**src/rtl/inst_fetch_queue_pkg.sv**
```systemverilog
// Shared types and constants for the instruction fetch queue.
//   INST_W / PC_W : instruction and PC widths
//   PC_STEP       : sequential fetch increment
//   INST_NOP      : value driven on out_inst when the queue is empty
//   ifq_entry_t   : one queue entry, {pc, inst}
//   align_pc      : forces a PC to word alignment
package inst_fetch_queue_pkg;

  localparam int unsigned INST_W = 32;
  localparam int unsigned PC_W   = 32;

  localparam logic [PC_W-1:0]   PC_STEP  = 32'd4;
  localparam logic [INST_W-1:0] INST_NOP = 32'h0;

  typedef struct packed {
    logic [PC_W-1:0]   pc;
    logic [INST_W-1:0] inst;
  } ifq_entry_t;

  localparam int unsigned ENTRY_W = $bits(ifq_entry_t);

  function automatic logic [PC_W-1:0] align_pc(input logic [PC_W-1:0] pc);
    return pc & ~32'h3;
  endfunction

endpackage

```
**src/rtl/inst_fetch_queue_fifo.sv**
```systemverilog
// ifq_fifo: synchronous FIFO holding {pc, inst} entries for the fetch queue.
// Ports:
//   clk   in   clock, all updates on posedge
//   rst   in   synchronous active-high reset, empties the FIFO
//   flush in   synchronous flush, empties the FIFO; overrides push/pop
//   push  in   write wdata at the tail (ignored when full)
//   wdata in   entry to write
//   pop   in   discard the head entry (ignored when empty)
//   rdata out  head entry (combinational read of the head slot)
//   full  out  count == DEPTH
//   empty out  count == 0
module ifq_fifo #(
  parameter int unsigned DEPTH = 4,
  parameter int unsigned WIDTH = 64
) (
  input  logic             clk,
  input  logic             rst,
  input  logic             flush,
  input  logic             push,
  input  logic [WIDTH-1:0] wdata,
  input  logic             pop,
  output logic [WIDTH-1:0] rdata,
  output logic             full,
  output logic             empty
);

  localparam int unsigned PW = $clog2(DEPTH);
  localparam int unsigned CW = PW + 1;
  localparam logic [CW-1:0] FULL_CNT = CW'(DEPTH);

  logic [WIDTH-1:0] r_mem [DEPTH];
  logic [PW-1:0]    r_wr_ptr;
  logic [PW-1:0]    r_rd_ptr;
  logic [CW-1:0]    r_count;

  logic w_do_push;
  logic w_do_pop;

  assign full      = (r_count == FULL_CNT);
  assign empty     = (r_count == '0);
  assign w_do_push = push && !full && !flush;
  assign w_do_pop  = pop && !empty && !flush;
  assign rdata     = r_mem[r_rd_ptr];

  always_ff @(posedge clk) begin
    if (rst || flush) begin
      r_wr_ptr <= '0;
      r_rd_ptr <= '0;
      r_count  <= '0;
    end else begin
      if (w_do_push) r_wr_ptr <= r_wr_ptr + PW'(1);
      if (w_do_pop)  r_rd_ptr <= r_rd_ptr + PW'(1);
      if (w_do_push && !w_do_pop)      r_count <= r_count + CW'(1);
      else if (!w_do_push && w_do_pop) r_count <= r_count - CW'(1);
    end
  end

  // Storage is not reset: an entry is only visible once pushed.
  always_ff @(posedge clk) begin
    if (w_do_push) r_mem[r_wr_ptr] <= wdata;
  end

endmodule

```
**src/rtl/inst_fetch_queue.sv**
```systemverilog
// inst_fetch_queue: PC generator plus instruction prefetch queue.
// Drives imem_addr from the PC, captures {pc, imem_inst} into ifq_fifo and
// presents the head to decode over out_valid/out_ready. A redirect flushes the
// queue and reloads the PC.
// Optional feature: define IFQ_PERF_CNT_EN to add the perf_bubbles counter port.
// Ports:
//   clk, rst            clock, synchronous active-high reset
//   halt                stop fetching; queue keeps draining
//   redirect_valid/_pc  flush queue and load new (word-aligned) PC
//   imem_addr/imem_inst combinational instruction memory interface
//   out_valid/_ready    decode handshake; out_inst/out_pc are 0 when empty
//   perf_bubbles        cycles decode was ready but the queue was empty
module inst_fetch_queue
  import inst_fetch_queue_pkg::*;
#(
  parameter int unsigned DEPTH    = 4,
  parameter logic [31:0] RESET_PC = 32'h0000_0000
) (
  input  logic        clk,
  input  logic        rst,
  input  logic        halt,
  input  logic        redirect_valid,
  input  logic [31:0] redirect_pc,
  output logic [31:0] imem_addr,
  input  logic [31:0] imem_inst,
  output logic        out_valid,
  input  logic        out_ready,
  output logic [31:0] out_inst,
  output logic [31:0] out_pc
`ifdef IFQ_PERF_CNT_EN
  ,
  output logic [31:0] perf_bubbles
`endif
);

  logic [PC_W-1:0] r_pc;
  logic            w_full;
  logic            w_empty;
  logic            w_push;
  logic            w_pop;
  ifq_entry_t      w_wentry;
  ifq_entry_t      w_head;
  logic [ENTRY_W-1:0] w_rdata;

  assign imem_addr = r_pc;
  assign out_valid = !w_empty;

  // Full is taken from the registered count, so a same-cycle pop does not
  // open a slot for a push.
  assign w_push = !w_full && !halt && !redirect_valid;
  assign w_pop  = out_valid && out_ready;

  assign w_wentry.pc   = r_pc;
  assign w_wentry.inst = imem_inst;
  assign w_head        = ifq_entry_t'(w_rdata);

  assign out_inst = out_valid ? w_head.inst : INST_NOP;
  assign out_pc   = out_valid ? w_head.pc   : '0;

  ifq_fifo #(
    .DEPTH (DEPTH),
    .WIDTH (ENTRY_W)
  ) u_fifo (
    .clk   (clk),
    .rst   (rst),
    .flush (redirect_valid),
    .push  (w_push),
    .wdata (w_wentry),
    .pop   (w_pop),
    .rdata (w_rdata),
    .full  (w_full),
    .empty (w_empty)
  );

  always_ff @(posedge clk) begin
    if (rst)                 r_pc <= RESET_PC;
    else if (redirect_valid) r_pc <= align_pc(redirect_pc);
    else if (w_push)         r_pc <= r_pc + PC_STEP;
  end

`ifdef IFQ_PERF_CNT_EN
  logic [31:0] r_perf_bubbles;
  logic        w_bubble;

  assign w_bubble     = out_ready && !out_valid && !redirect_valid;
  assign perf_bubbles = r_perf_bubbles;

  always_ff @(posedge clk) begin
    if (rst)                                 r_perf_bubbles <= '0;
    else if (w_bubble && r_perf_bubbles != '1) r_perf_bubbles <= r_perf_bubbles + 32'd1;
  end
`endif

endmodule
```
**config.mk**
```make
export PLATFORM = sky130hd
export DESIGN_NAME = inst_fetch_queue
export DESIGN_NICKNAME = d
export VERILOG_FILES = /design/src/rtl/inst_fetch_queue_pkg.sv /design/src/rtl/inst_fetch_queue_fifo.sv /design/src/rtl/inst_fetch_queue.sv
export SDC_FILE = /design/constraint.sdc
export NUM_CORES = 1
export LEC_CHECK = 0
export ABC_CLOCK_PERIOD_IN_PS = 5500
export CAP_MARGIN = 20
export CELL_PAD_IN_SITES_DETAIL_PLACEMENT = 0
export CELL_PAD_IN_SITES_GLOBAL_PLACEMENT = 1
export CORE_ASPECT_RATIO = 1.2
export CORE_MARGIN = 1.5
export CORE_UTILIZATION = 50
export DETAILED_ROUTE_END_ITERATION = 8
export GPL_ROUTABILITY_DRIVEN = 0
export PLACE_DENSITY = 0.95
export SLEW_MARGIN = 10
export SYNTH_ARGS = -nofsm -noshare
export SYNTH_HDL_FRONTEND = slang
export SYNTH_SLANG_ARGS = --single-unit
```
**constraint.sdc**
```tcl
create_clock -name clk -period 5.5 [get_ports clk]
set_clock_uncertainty 0.1 [all_clocks]
set_input_delay 0.825 -clock clk [delete_from_list [all_inputs] [get_ports clk]]
set_output_delay 0.825 -clock clk [all_outputs]
set_load 0.005 [all_outputs]
```
==> results of run 1 <==
==> metrics by stage <==
step / cells / cell area, um2 / hold slack [ns]
after floorplan: 674 / 11640 / 0.3610
after global placement: 1106 / 13490 / 0.3982
after detailed placement: 1107 / 13510 / 0.3953
after CTS: 1156 / 14350 / 0.4047
after global routing: 1156 / 14350 / 0.4285
final: 1156 / 14350 / 0.3993
==> layer usage <==
| layer | wire length (um) | global-route usage, % | vias to the layer above |
|---|---|---|---|
| met5 | 0 | 0 | - |
| met4 | 537 | 6.230 | 0 |
| met3 | 1391 | 3.742 | 40 |
| met2 | 12130 | 34.63 | 243 |
| met1 | 9646 | 25.60 | 3305 |
| li1 | - | - | 2996 |
==> cell type report <==
class / instances / area, um2
fillers: 1614 / 8244
flip-flops and latches: 287 / 8235
multi-input cells: 333 / 3184
repair buffers: 167 / 1664
clock buffers: 29 / 683.2
well taps: 310 / 387.9
clock inverters: 20 / 160.2
inverters: 10 / 37.54
==> worst register-to-register path, cell delays in order (launching register included) <==
cell and delay (ns):
dfxtp_1 0.42, nor3b_2 0.07, buf_4 0.20, nor3_1 0.64
ha_1 0.31, inv_1 0.06, fa_1 0.37, xor2_1 0.17
or3_1 0.30, a21oi_1 0.14
==> Yosys cell counts, drive strengths merged, types with 11 or more instances <==
| cell | number | area [um2] |
|---|---|---|
| edfxtp | 248 | 7447 |
| dfxtp | 39 | 780.8 |
| and2 | 67 | 419.2 |
| nand4 | 11 | 75.07 |
| mux4 | 62 | 1396 |
| buf | 16 | 90.09 |
| o21ai | 15 | 75.07 |
| clkbuf | 28 | 108.9 |
| nor2 | 30 | 112.6 |
| or4 | 12 | 93.84 |
| a311oi | 12 | 105.1 |
| nand3 | 11 | 55.05 |
==> registers in the layout, indices dropped and copies added (netlist names), named ones only <==
register / cells
u_fifo.r_count: 3
imem_addr: 30
u_fifo.r_wr_ptr: 2
u_fifo.r_rd_ptr: 2
u_fifo.r_mem: 248
==> logic make-up after synthesis <==
group	count (synthesis)	share of synthesized area, %
buf+inv	54	2.034
fa+ha+maj	7	0.8179
simple gates	182	9.266
other cells	1	0.03225
xor+xnor	13	0.9793
compound gates	64	4.003
mux	63	12.10
flops	287	70.77
==> report_power, final <==
part           leakage, nW  switching (mW)  internal (mW)
logic                 1.54           0.141          0.202
clock network        0.405           0.774          0.994
registers             2.59          0.0574           2.42
total                 4.54           0.973           3.62
==> worst max-delay path by stage <==
stage,start,depth (start not counted),end,slack [ns]
floorplan,redirect_valid,3,u_fifo.r_mem[0][0],2.04
global placement,halt,8,u_fifo.r_count[2],1.77
detailed placement,halt,8,u_fifo.r_count[2],1.68
CTS,register,4,out_pc[21],1.41
global route,register,4,out_inst[0],1.30
finish,register,4,out_pc[21],1.55
==> metrics, run 1 <==
CP Buf/Inv Count=2; Crit Path Max Fanout=47; DR vias/cell=5.696; RSZ-0062 raised after global routing=false; reg2reg start=u_fifo.r_count[0]; Worst setup SP type=register; Post-CTS Resized=0; Syn Inst Count=671; synth unique cells=49; core area=0.02260 mm2; CTS tree=done; number of I/O pins=166; CP Capture Type=primary output; max_cap viols=0; Max-slew headroom=32.70%; hold crit path type=register to register; setup slack after layout=1.549 ns; Seq/Total Area, Yosys=70.77%; hpwl dp=14090 um; Initial DRT Pass Iterations=5; fin nets=902; crit path cell chain=buf_4, mux4_2, and2_1, clkdlybuf4s50_1; Largest stage delay, worst path=0.98 ns; worst IR drop on VDD=0.0002260 V; Syn Area/Cell=17.33 um2; clk sink count=287; hold_sp=u_fifo.r_count[2]; Lkg Pwr=4.537 nW; worst skew pair latency=0.53 ns; most common cell after layout, fill and taps aside=edfxtp_1; Worst-Margin Slew=1.010 ns; R2R setup slack=2.63 ns; synthesized area=0.01163 mm2; Critical-path top delay cell=dfxtp_4; initial antenna violation count=0; setup TNS=0 ns; Tcrit/Tclk final=71.83%; Via Count=6584; H-tree Lvls=1; Slew Limit Fails=0; Worst Path Class, Setup=register to primary output; Post-synth EDFFs=248; antenna-violating nets left=0; top_reg_cell synth=edfxtp_1; Total Power=4.592 mW; Post-synth ARST share=0%; Yosys reg bits=287; Syn-to-layout area delta=23.45%; CTS Buffer Depth=3; Tot GR Track Use=19.97%; status=complete, no violations; fraction of layout cells with a size suffix above 1=14.54%; worst reg2reg endpoint=u_fifo.r_count[2]; global route overflow=0; pin count of the biggest net entering global routing=63; Avg WL per Cell=20.50 um; WL final=23700 um; Chip Width=142.2 um; Worst R2R Path Depth=9; first-pass GRT wire length=36630 um; Final Setup Violations=0; Yosys warnings=0; Tmin final=3.951 ns; Residual DRC=0; postcts setup bufs=0; Crit path arrival time=3.03 ns; clock-pin slew on the worst setup and hold paths=0.06 ns; num rows=60; commonest non-fill, non-tap cells in the layout=edfxtp_1, clkdlybuf4s50_1, and2_1, mux4_2, dfxtp_1; Starting Density=51.45%; fmax=0.2531 GHz; pre-CTS setup slack=1.682 ns; number of global-route vias before repair=6649; hold path cells=2; area of the die=0.02418 mm2; Hold Crit Endpoint=u_fifo.r_count[2]; Post-CTS Hold Buffers=0; WP data required=4.58 ns; CTS Buf Count=27; antenna fix cells=0; final hold viol count=0; IO buf count=159; Largest delay share family, worst path=flip-flops; Final Core Density=63.52%; Die Ht=170.0 um; CTS root buffer=clkbuf_16; pwr/cell area=320.0 mW/mm2; 1st-iter DRT viols=476
(Power assumes the default switching activity.)
==> inputs of run 2 (changes only) <==
--- a/config.mk
+++ b/config.mk
@@ -5,16 +5,16 @@
 export SDC_FILE = /design/constraint.sdc
 export NUM_CORES = 1
 export LEC_CHECK = 0
-export ABC_CLOCK_PERIOD_IN_PS = 5500
+export ABC_CLOCK_PERIOD_IN_PS = 3400
 export CAP_MARGIN = 20
 export CELL_PAD_IN_SITES_DETAIL_PLACEMENT = 0
 export CELL_PAD_IN_SITES_GLOBAL_PLACEMENT = 1
 export CORE_ASPECT_RATIO = 1.2
 export CORE_MARGIN = 1.5
-export CORE_UTILIZATION = 50
+export CORE_UTILIZATION = 42
 export DETAILED_ROUTE_END_ITERATION = 8
 export GPL_ROUTABILITY_DRIVEN = 0
-export PLACE_DENSITY = 0.95
+export PLACE_DENSITY = 0.87
 export SLEW_MARGIN = 10
 export SYNTH_ARGS = -nofsm -noshare
 export SYNTH_HDL_FRONTEND = slang
==> constraint.sdc (replaced) <==
create_clock -name clk -period 3.4 [get_ports clk]
set_clock_uncertainty 0.1 [all_clocks]
set_input_delay 0.51 -clock clk [delete_from_list [all_inputs] [get_ports clk]]
set_output_delay 0.51 -clock clk [all_outputs]
set_load 0.005 [all_outputs]
==> metrics, run 2 (synthesized netlist as in run 1, its figures left out) <==
status=complete, no violations; Placement Cell Area=0.01378 mm2 (+2.0%); Syn-to-layout area delta=26.05%; Final Core Density=53.94% (-9.6 points); global route overflow=0 (unchanged); postcts setup bufs=0 (unchanged); max_cap viols=0 (unchanged); Residual DRC=0 (unchanged); H-tree Lvls=1 (unchanged); hold crit path type=register to register; Tot GR Track Use=17.34% (-2.6 points); CP Capture Type=primary output; number of global-route vias before repair=6644 (-0.075%); Tmin final=3.189 ns; Slew Limit Fails=0 (unchanged); Max-slew headroom=33.83% (+1.1 points); Largest stage delay, worst path=0.73 ns (-0.25 ns); hpwl dp=15760 um (+12%); 1st-iter DRT viols=286 (-40%); DR vias/cell=5.524 (-3.0%); Die Ht=185.3 um (+8.9%); # fillers=2104 (+30%); Post-CTS Hold Buffers=0 (unchanged); pwr/cell area=510.7 mW/mm2 (+60%); R2R setup slack=0.66 ns (-1.97 ns); Crit path arrival time=2.58 ns (-0.45 ns); number of I/O pins=166 (unchanged); Chip Width=154.9 um (+8.9%); CTS root buffer=clkbuf_16; worst IR drop on VDD=0.0002897 V (+28%); grt met2 use=30.03% (-4.6 points); Worst Path Class, Setup=register to primary output; Initial DRT Pass Iterations=4 (-1); met1 usage=22.48% (-3.1 points); Tcrit/Tclk final=93.81%; Starting Density=42.79% (-8.7 points); final hold viol count=0 (unchanged); fmax=0.3135 GHz; RSZ-0062 raised after global routing=false; core area=0.02717 mm2 (+20%); Final Setup Violations=0 (unchanged); busiest metal layer after global routing=met2; setup TNS=0 ns (unchanged); first-pass GRT wire length=37850 um (+3.3%); fin nets=917 (+1.7%); Largest register FFs=248 (unchanged); WL final=24630 um (+3.9%); Crit Path Max Fanout=45 (-4.3%); commonest non-fill, non-tap cells in the layout=edfxtp_1, clkdlybuf4s50_1, and2_1, mux4_2, dfxtp_1; IO buf count=159 (unchanged); Design Area, Final=0.01466 mm2 (+2.1%); CTS tree=done; Critical-path top delay cell=or3_2; pin count of the biggest net entering global routing=55 (-13%); Worst-Margin Slew=0.9883 ns (-0.02130 ns); Total Power=7.485 mW (+63%); num rows=66 (+10%); CTS Buf Count=29 (+7.4%); antenna-violating nets left=0 (unchanged); Worst setup SP type=register; WP data required=2.79 ns (-1.79 ns); crit path cell chain=or3_2, buf_12, and2_1, clkdlybuf4s50_1; CTS Buffer Depth=3 (unchanged); clock-pin slew on the worst setup and hold paths=0.06 ns (about the same); met3 Track Usage GR=2.995% (-0.75 points); area of the die=0.02869 mm2 (+19%); setup slack after layout=0.2106 ns (-1.339 ns); Via Count=6623 (+0.59%); pre-CTS setup slack=0.4957 ns (-1.186 ns); worst skew pair latency=0.54 ns (about the same); fraction of layout cells with a size suffix above 1=16.20% (+1.7 points); Top reg by flops=u_fifo.r_mem; initial antenna violation count=1 (+1); clk sink count=287 (unchanged); Lkg Pwr=4.638 nW (+2.2%); Avg WL per Cell=20.54 um (+0.18%); Post-CTS Resized=0 (unchanged); most common cell after layout, fill and taps aside=edfxtp_1
[run 2: layer usage]
layer / part of all wire (%) / vias to the layer above
li1: - / 3020
met1: 42 / 3369
met2: 51 / 202
met5: 0 / -
met4: 1.8 / 0
met3: 5.5 / 32
[run 2: final timing paths]
check,startpoint,to,cells past startpoint
hold reg to reg,u_fifo.r_count[2],u_fifo.r_count[2],2
hold / removal,u_fifo.r_count[2],u_fifo.r_count[2],2
setup / recovery,u_fifo.r_count[0],out_pc[20],4
setup reg to reg,u_fifo.r_count[0],u_fifo.r_count[2],8
[run 2: area by class of cell]
class,count,area (um2),area share (%)
Clock inverter,17,137.6,0.9391
Antenna cell,1,2.502,0.01708
Multi-Input combinational cell,333,3184,21.73
Timing Repair Buffer,180,1899,12.96
Sequential cell,287,8235,56.19
Inverter,10,37.54,0.2561
Tap cell,340,425.4,2.903
Clock buffer,31,733.2,5.003
[run 2: critical path: cells and delay by family (launching register included)]
| family | cells | cell delay [ns] |
|---|---|---|
| DFF | 1 | 0.36 |
| buffers and inverters | 2 | 0.78 |
| and+or+nand+nor | 2 | 0.89 |
[run 2: through the flow]
stage,instances,hold slack [ns]
3_5_place_dp,1150,0.3892
5_1_grt,1199,0.4377
4_1_cts,1198,0.3980
6_report,1199,0.4012
3_3_place_gp,1150,0.3782
2_1_floorplan,674,0.3610
[run 2: power breakdown]
group / internal [mW] / switching, mW / total, mW
combinational: 0.339 / 0.237 / 0.576
sequential: 3.92 / 0.0868 / 4.01
clock: 1.63 / 1.27 / 2.90
